File: src/rtl/udp_tx_pkg.sv
// Shared definitions for the UDP transmit scheduler: FSM encoding, header sizes,
// default parameter values and the payload-length helper.
package udp_tx_pkg;
    typedef enum logic [1:0] {IDLE, START, WAIT_TX, GAP} state_t;

    localparam int UDP_HDR_BYTES      = 8;
    localparam int IP_HDR_BYTES       = 20;
    localparam int IFG_CYCLES_DEF     = 24;
    localparam int TIMEOUT_CYCLES_DEF = 65535;
    localparam int MIN_WORDS_DEF      = 5;

    // Short payloads are padded up to min_words so the frame meets the minimum size.
    function automatic logic [15:0] payload_bytes(input logic [8:0] words, input int min_words);
        logic [15:0] w;
        w = {7'd0, words};
        if (w < 16'(min_words)) w = 16'(min_words);
        return {w[13:0], 2'b00};
    endfunction
endpackage

File: src/rtl/udp_rr_arb2.sv
// Two-way combinational round-robin arbiter; 'last' is the index served most
// recently, so the other requester wins a tie.
module udp_rr_arb2 (
    input  logic [1:0] req,
    input  logic       last,
    output logic [1:0] gnt
);
    always_comb begin
        gnt = 2'b00;
        if (last) begin
            if (req[0])      gnt = 2'b01;
            else if (req[1]) gnt = 2'b10;
        end else begin
            if (req[1])      gnt = 2'b10;
            else if (req[0]) gnt = 2'b01;
        end
    end
endmodule

File: src/rtl/udp_tx_sched.sv
// Frame scheduler in front of the UDP/IP sender: arbitrates two requesters,
// starts one frame at a time and enforces the inter-frame gap.
// Optional WAIT_TX watchdog enabled by defining UDP_TX_SCHED_TIMEOUT_EN.
module udp_tx_sched
    import udp_tx_pkg::*;
#(
    parameter int IFG_CYCLES     = IFG_CYCLES_DEF,
    parameter int TIMEOUT_CYCLES = TIMEOUT_CYCLES_DEF,
    parameter int MIN_WORDS      = MIN_WORDS_DEF
) (
    input  logic        clk,
    input  logic        clr,
    input  logic [1:0]  req,
    input  logic [8:0]  req_words0,
    input  logic [8:0]  req_words1,
    input  logic        tx_finish,
    output logic        start,
    output logic [15:0] mydata_num,
    output logic [15:0] total_len,
    output logic [1:0]  gnt,
    output logic        sel,
    output logic [1:0]  done,
    output logic        busy
`ifdef UDP_TX_SCHED_TIMEOUT_EN
    ,
    output logic        err_timeout
`endif
);
    state_t      state;
    logic        last;
    logic [15:0] gap_cnt;
    logic [1:0]  arb_gnt;
    logic [15:0] bytes;
`ifdef UDP_TX_SCHED_TIMEOUT_EN
    logic [15:0] to_cnt;
`endif

    udp_rr_arb2 u_arb (.req(req), .last(last), .gnt(arb_gnt));

    assign bytes = payload_bytes(arb_gnt[1] ? req_words1 : req_words0, MIN_WORDS);
    assign busy  = (state != IDLE);

    always_ff @(posedge clk or posedge clr) begin
        if (clr) begin
            state      <= IDLE;
            last       <= 1'b1;  // requester 0 wins the first arbitration
            gap_cnt    <= '0;
            start      <= 1'b0;
            gnt        <= '0;
            sel        <= 1'b0;
            done       <= '0;
            mydata_num <= '0;
            total_len  <= '0;
`ifdef UDP_TX_SCHED_TIMEOUT_EN
            to_cnt      <= '0;
            err_timeout <= 1'b0;
`endif
        end else begin
            start <= 1'b0;
            done  <= '0;
`ifdef UDP_TX_SCHED_TIMEOUT_EN
            err_timeout <= 1'b0;
`endif
            case (state)
                IDLE: if (|req) begin
                    gnt        <= arb_gnt;
                    sel        <= arb_gnt[1];
                    last       <= arb_gnt[1];
                    mydata_num <= bytes + 16'(UDP_HDR_BYTES);
                    total_len  <= bytes + 16'(UDP_HDR_BYTES + IP_HDR_BYTES);
                    state      <= START;
                end
                START: begin
                    start <= 1'b1;
                    state <= WAIT_TX;
`ifdef UDP_TX_SCHED_TIMEOUT_EN
                    to_cnt <= '0;
`endif
                end
                WAIT_TX: begin
                    if (tx_finish) begin
                        done    <= gnt;
                        gnt     <= '0;
                        gap_cnt <= 16'(IFG_CYCLES);
                        state   <= GAP;
                    end
`ifdef UDP_TX_SCHED_TIMEOUT_EN
                    else if (to_cnt == 16'(TIMEOUT_CYCLES - 1)) begin
                        err_timeout <= 1'b1;
                        done        <= gnt;
                        gnt         <= '0;
                        gap_cnt     <= 16'(IFG_CYCLES);
                        state       <= GAP;
                    end else begin
                        to_cnt <= to_cnt + 16'd1;
                    end
`endif
                end
                GAP: begin
                    if (gap_cnt == 16'd0) state <= IDLE;
                    else                  gap_cnt <= gap_cnt - 16'd1;
                end
                default: state <= IDLE;
            endcase
        end
    end
endmodule
File: config.mk
export PLATFORM = sky130hd
export DESIGN_NAME = udp_tx_sched
export DESIGN_NICKNAME = d
export VERILOG_FILES = /design/src/rtl/udp_tx_pkg.sv /design/src/rtl/udp_rr_arb2.sv /design/src/rtl/udp_tx_sched.sv
export SDC_FILE = /design/constraint.sdc
export NUM_CORES = 1
export LEC_CHECK = 0
export CORE_ASPECT_RATIO = 1.5
export CORE_MARGIN = 2
export CORE_UTILIZATION = 30
export DETAILED_ROUTE_END_ITERATION = 8
export GPL_TIMING_DRIVEN = 0
export PLACE_DENSITY_LB_ADDON = 0.2
export SLEW_MARGIN = 5
export SYNTH_ARGS = -nofsm -noshare
export SYNTH_HDL_FRONTEND = slang
export SYNTH_SLANG_ARGS = --single-unit
export TNS_END_PERCENT = 10
File: constraint.sdc
create_clock -name clk -period 2.6 [get_ports clk]
set_input_delay 0.39 -clock clk [delete_from_list [all_inputs] [get_ports clk]]
set_output_delay 0.39 -clock clk [all_outputs]
set_load 0.005 [all_outputs]
==> impl.org <==
** Outcome
- The run finished with clean final reports.

** Placed design
- Last weighted congestion value of the routability-driven placer :: 0.939
- After detailed placement, the total cell area comes to 3500 µm².
- Sum of net half-perimeters after detailed placement :: 5.74 mm
- The count of buffers added on input and output ports is 49.

** Drt
- DR vias/cell :: 5.04
- For this run, the detailed router's first-pass iteration total came to 4.
- For this run, design rule violations remaining after detail routing come to 0.
- First-iteration detailed-routing DRC count :: 130
- In the final routed layout, each cell accounts on average for 15.0 µm.
- ANT nets after route :: 0
- Vias :: 2,495
- The final layout contains routed wiring with a total length of 7.43 mm.

** Synthesis
- Of the synthesized area, sequential elements account for 0.404.
- sky130_fd_sc_hd__dfrtp_1 is the most common cell in the netlist.
- EDFF count, synth :: 0
- Most used standard cells in the synthesized netlist :: sky130_fd_sc_hd__dfrtp_1 (44), sky130_fd_sc_hd__nand2_1 (40), sky130_fd_sc_hd__nor2_1 (29)
- The synthesized design spends more area on one cell type than any other, namely sky130_fd_sc_hd__dfrtp_1.
- Distinct cell type count of the synthesized netlist :: 54
- In the synthesized netlist the dominant register cell turns out to be sky130_fd_sc_hd__dfrtp_1.
- Synth warn :: 0
- Area fraction of the dominant cell type after synthesis :: 0.394
- Proportion of register bits with asynchronous set or reset after synthesis :: 1.00
- Synthesis produced a netlist whose cell count is 312.
- Syn_area_per_cell :: 8.95 µm²
- After synthesis the netlist holds a flip-flop and latch count of 45.
- Sorting the synthesized cells by area gives the leading types as sky130_fd_sc_hd__dfrtp_1 (39%), sky130_fd_sc_hd__nand2_1 (5.4%), sky130_fd_sc_hd__o21ai_0 (5.0%), sky130_fd_sc_hd__mux2i_1 (4.7%), sky130_fd_sc_hd__nor2_1 (3.9%).
- Netlist Area Pre-Place :: 2790 µm²

** Clock tree
- The tree is rooted in a sky130_fd_sc_hd__clkbuf_16.
- CTS Buf Count :: 5
- Sink Count :: 45
- Clock Tree Buf Depth :: 2
- The later pin in the worst-skew pair is clocked with a latency of 290 ps.
- After clock tree synthesis, the clock-pin slew on the worst setup and hold paths is 70 ps.
- CTS tree :: yes
- Number of H-tree branching levels :: 2
- For this design, the CTS-stage hold fixing added 0 buffers.

** STA
- RSZ-0062 raised after global routing :: true
- For the pin with the worst max-slew slack, the measured transition is 736 ps.
- Max_slew headroom :: 0.506
- Worst hold slack :: 352 ps
- Final Hold Fails :: 0
- Of the available clock period, the critical path in the final layout requires 0.985.
- Derived from the worst setup path, the maximum achievable clock frequency is 390 MHz.
- Final period demand of the worst path :: 2560 ps
- Across the routed clock network, the largest skew measured is 6.48 ps.
- Setup violations remaining at the end of the flow were counted as 0.
- The final count of pins violating max slew was 0.

** Worst hold path
- Worst min-delay path class :: primary input to asynchronous set/reset pin

** Die
- The region available for standard cell placement spans 9150 µm².
- Width of the die :: 82.8 µm
- The die covers 10,100 µm².
- Measured along the y axis, the die boundary spans 122 µm.
- Starting Density :: 0.305
- Top-Level Pins :: 62
- Core Rows :: 43

** Worst setup path
- The largest single stage delay on the critical path is 560 ps.
- Setup Crit Path Kind :: primary input to flip-flop
- Tracing the worst setup path back leads to its startpoint at req_words1[4].
- At the worst endpoint, the required time is 2750 ps.
- The worst register-to-register path begins at last.
- FF-to-FF setup slack :: 120 ps
- Data on the critical path arrives at its endpoint at 2720 ps.
- Among all stages on the critical path, the largest delay is contributed by sky130_fd_sc_hd__or4_4.
- R2r endpoint :: total_len[5]
- Maximum fanout count along the critical path :: 5
- Counting cells, the worst reg-to-reg path comes to 12.
- Walking the worst path, the cells encountered are buf_2, or4_4, or4b_4, o21ai_4, nor2_4, inv_1, ha_2, nand2_1, mux2i_2, buf_4, a21oi_4, xnor2_1, o21ai_1.
- Endpoint class of the critical path :: flip-flop
- CP Launch Type :: primary input

** Power and ir drop
- For this design the static power due to leakage is 1.66 nW.
- VDD sags by at most 0.000367 V.
- Sum of internal, switching and leakage power :: 0.00360 W
- For this design the ratio of total power to cell area is 956 nW/µm².

** Global routing
- Summed over all layers, the global routing overflow is 0.
- The via count of the first global-routing pass was 2,520.
- Global-route wire length before repair :: 12.2 mm
- Initial antenna violation count :: 0
- Entering global routing, the biggest net connects 35 pins.
- Global router's overall resource usage :: 0.157

** Finish
- The filler cells instantiated in the layout total 933.
- Summing all multi-input logic gate instances after layout gives 1640 µm².
- From synthesis to final layout, the design area changed by 34.9%.
- 0 antenna diodes ended up in the layout.
- Area of all sequential standard cells :: 1130 µm²
- Number of nets in the layout :: 412
- With fillers left out, the area of the finished cells amounts to 3760 µm².
- Of the cells placed in the final design, the portion with a size suffix greater than 1 is 0.151.

** Run
- Max-capacitance violation count :: 0
## report_power, final
group          internal (W)  total, W  leakage [nW]  switching [W]
Combinational      0.000869   0.00173          1.01       0.000865
Clock              0.000407  0.000681        0.0799       0.000273
Sequential         0.000972   0.00119         0.573       0.000214
## worst max-delay path, delay by kind of cell
| kind | cells | cell delay, ps |
|---|---|---|
| fa+ha+maj | 1 | 170 |
| xor+xnor | 1 | 160 |
| mux | 1 | 200 |
| simple gates | 4 | 1230 |
| compound gates | 3 | 210 |
| buf+inv | 3 | 350 |
## cell families (layout without fill, tap and decap cells)
kind of cell,count (synthesis),after routing,share of synthesized area
compound gates,71,71,0.164
buf+inv,33,93,0.0650
mux,18,18,0.0668
flops,45,45,0.404
simple gates,119,119,0.212
fa+ha+maj,7,7,0.0314
other cells,1,12,0.00134
xor+xnor,18,18,0.0565
## worst max-delay path by stage
stage              endpoint  slack (ps)  depth (start not counted)
2_1_floorplan  total_len[9]           5                         11
4_1_cts        total_len[5]         -80                         13
3_3_place_gp   total_len[9]        -820                         13
3_5_place_dp   total_len[9]        -860                         13
5_1_grt        total_len[5]         -20                         13
6_report       total_len[5]          40                         13
## sequential cells by signal, indices dropped and copies added (netlist names)
name        flops
start           1
last            1
done            2
gnt             2
gap_cnt        16
state           2
mydata_num     10
total_len      10
sel             1
## metal layers
layer / global-route usage / vias up / part of all wire
met1: 0.171 / 1194 / 0.39
met5: 0 / - / 0
li1: - / 1221 / -
met3: 0.0230 / 20 / 0.031
met4: 0.0871 / 0 / 0.046
met2: 0.283 / 60 / 0.53
## per-stage QoR
stage	utilization	std cells	setup TNS (ps)	setup slack (ps)
floorplan	-	323	0	4.56
global placement	0.380	484	-7660	-824
detailed placement	0.382	485	-8280	-861
CTS	0.405	493	-196	-75.1
global route	0.412	495	-19.7	-19.7
finish	0.412	495	0	38.6
## placed cells by master, fill, tap and decap left out, drive strengths merged, types with 2 or more instances in the layout
master / count
a22o: 3
nor3: 9
mux2: 5
or3: 3
and3: 3
nor4b: 2
xnor2: 10
a21oi: 11
buf: 18
dfrtp: 44
clkbuf: 17
dlymetal6s2s: 2
nand2: 40
nor2: 29
or4: 3
nor4: 3
nor2b: 4
a2111oi: 2
nand4: 5
xor2: 8
o21ai: 30
ha: 7
inv: 11
o211ai: 6
mux2i: 13
or4b: 2
o31ai: 6
o2111ai: 2
nand3: 7
dlygate4sd2: 2
a21o: 2
conb: 12
clkdlybuf4s50: 42
or2: 4
o21a: 2
## timing repair
action / CTS / global route
pin swaps: 0 / 4
gates resized for setup: 16 / 19
endpoints found under the hold margin: 0 / 0
setup endpoints to repair: 17 / 5
buffers inserted: 1 / 2
## layout make-up
cell class | instances | area share
inverter | 11 | 0.0110
buffer | 21 | 0.0369
tap | 112 | 0.0372
timing repair buffer | 53 | 0.138
sequential | 45 | 0.299
multi-input combinational | 245 | 0.435
clock buffer | 7 | 0.0405
clock inverter | 1 | 0.00133
No activity file was read; power rests on OpenSTA's default activity.
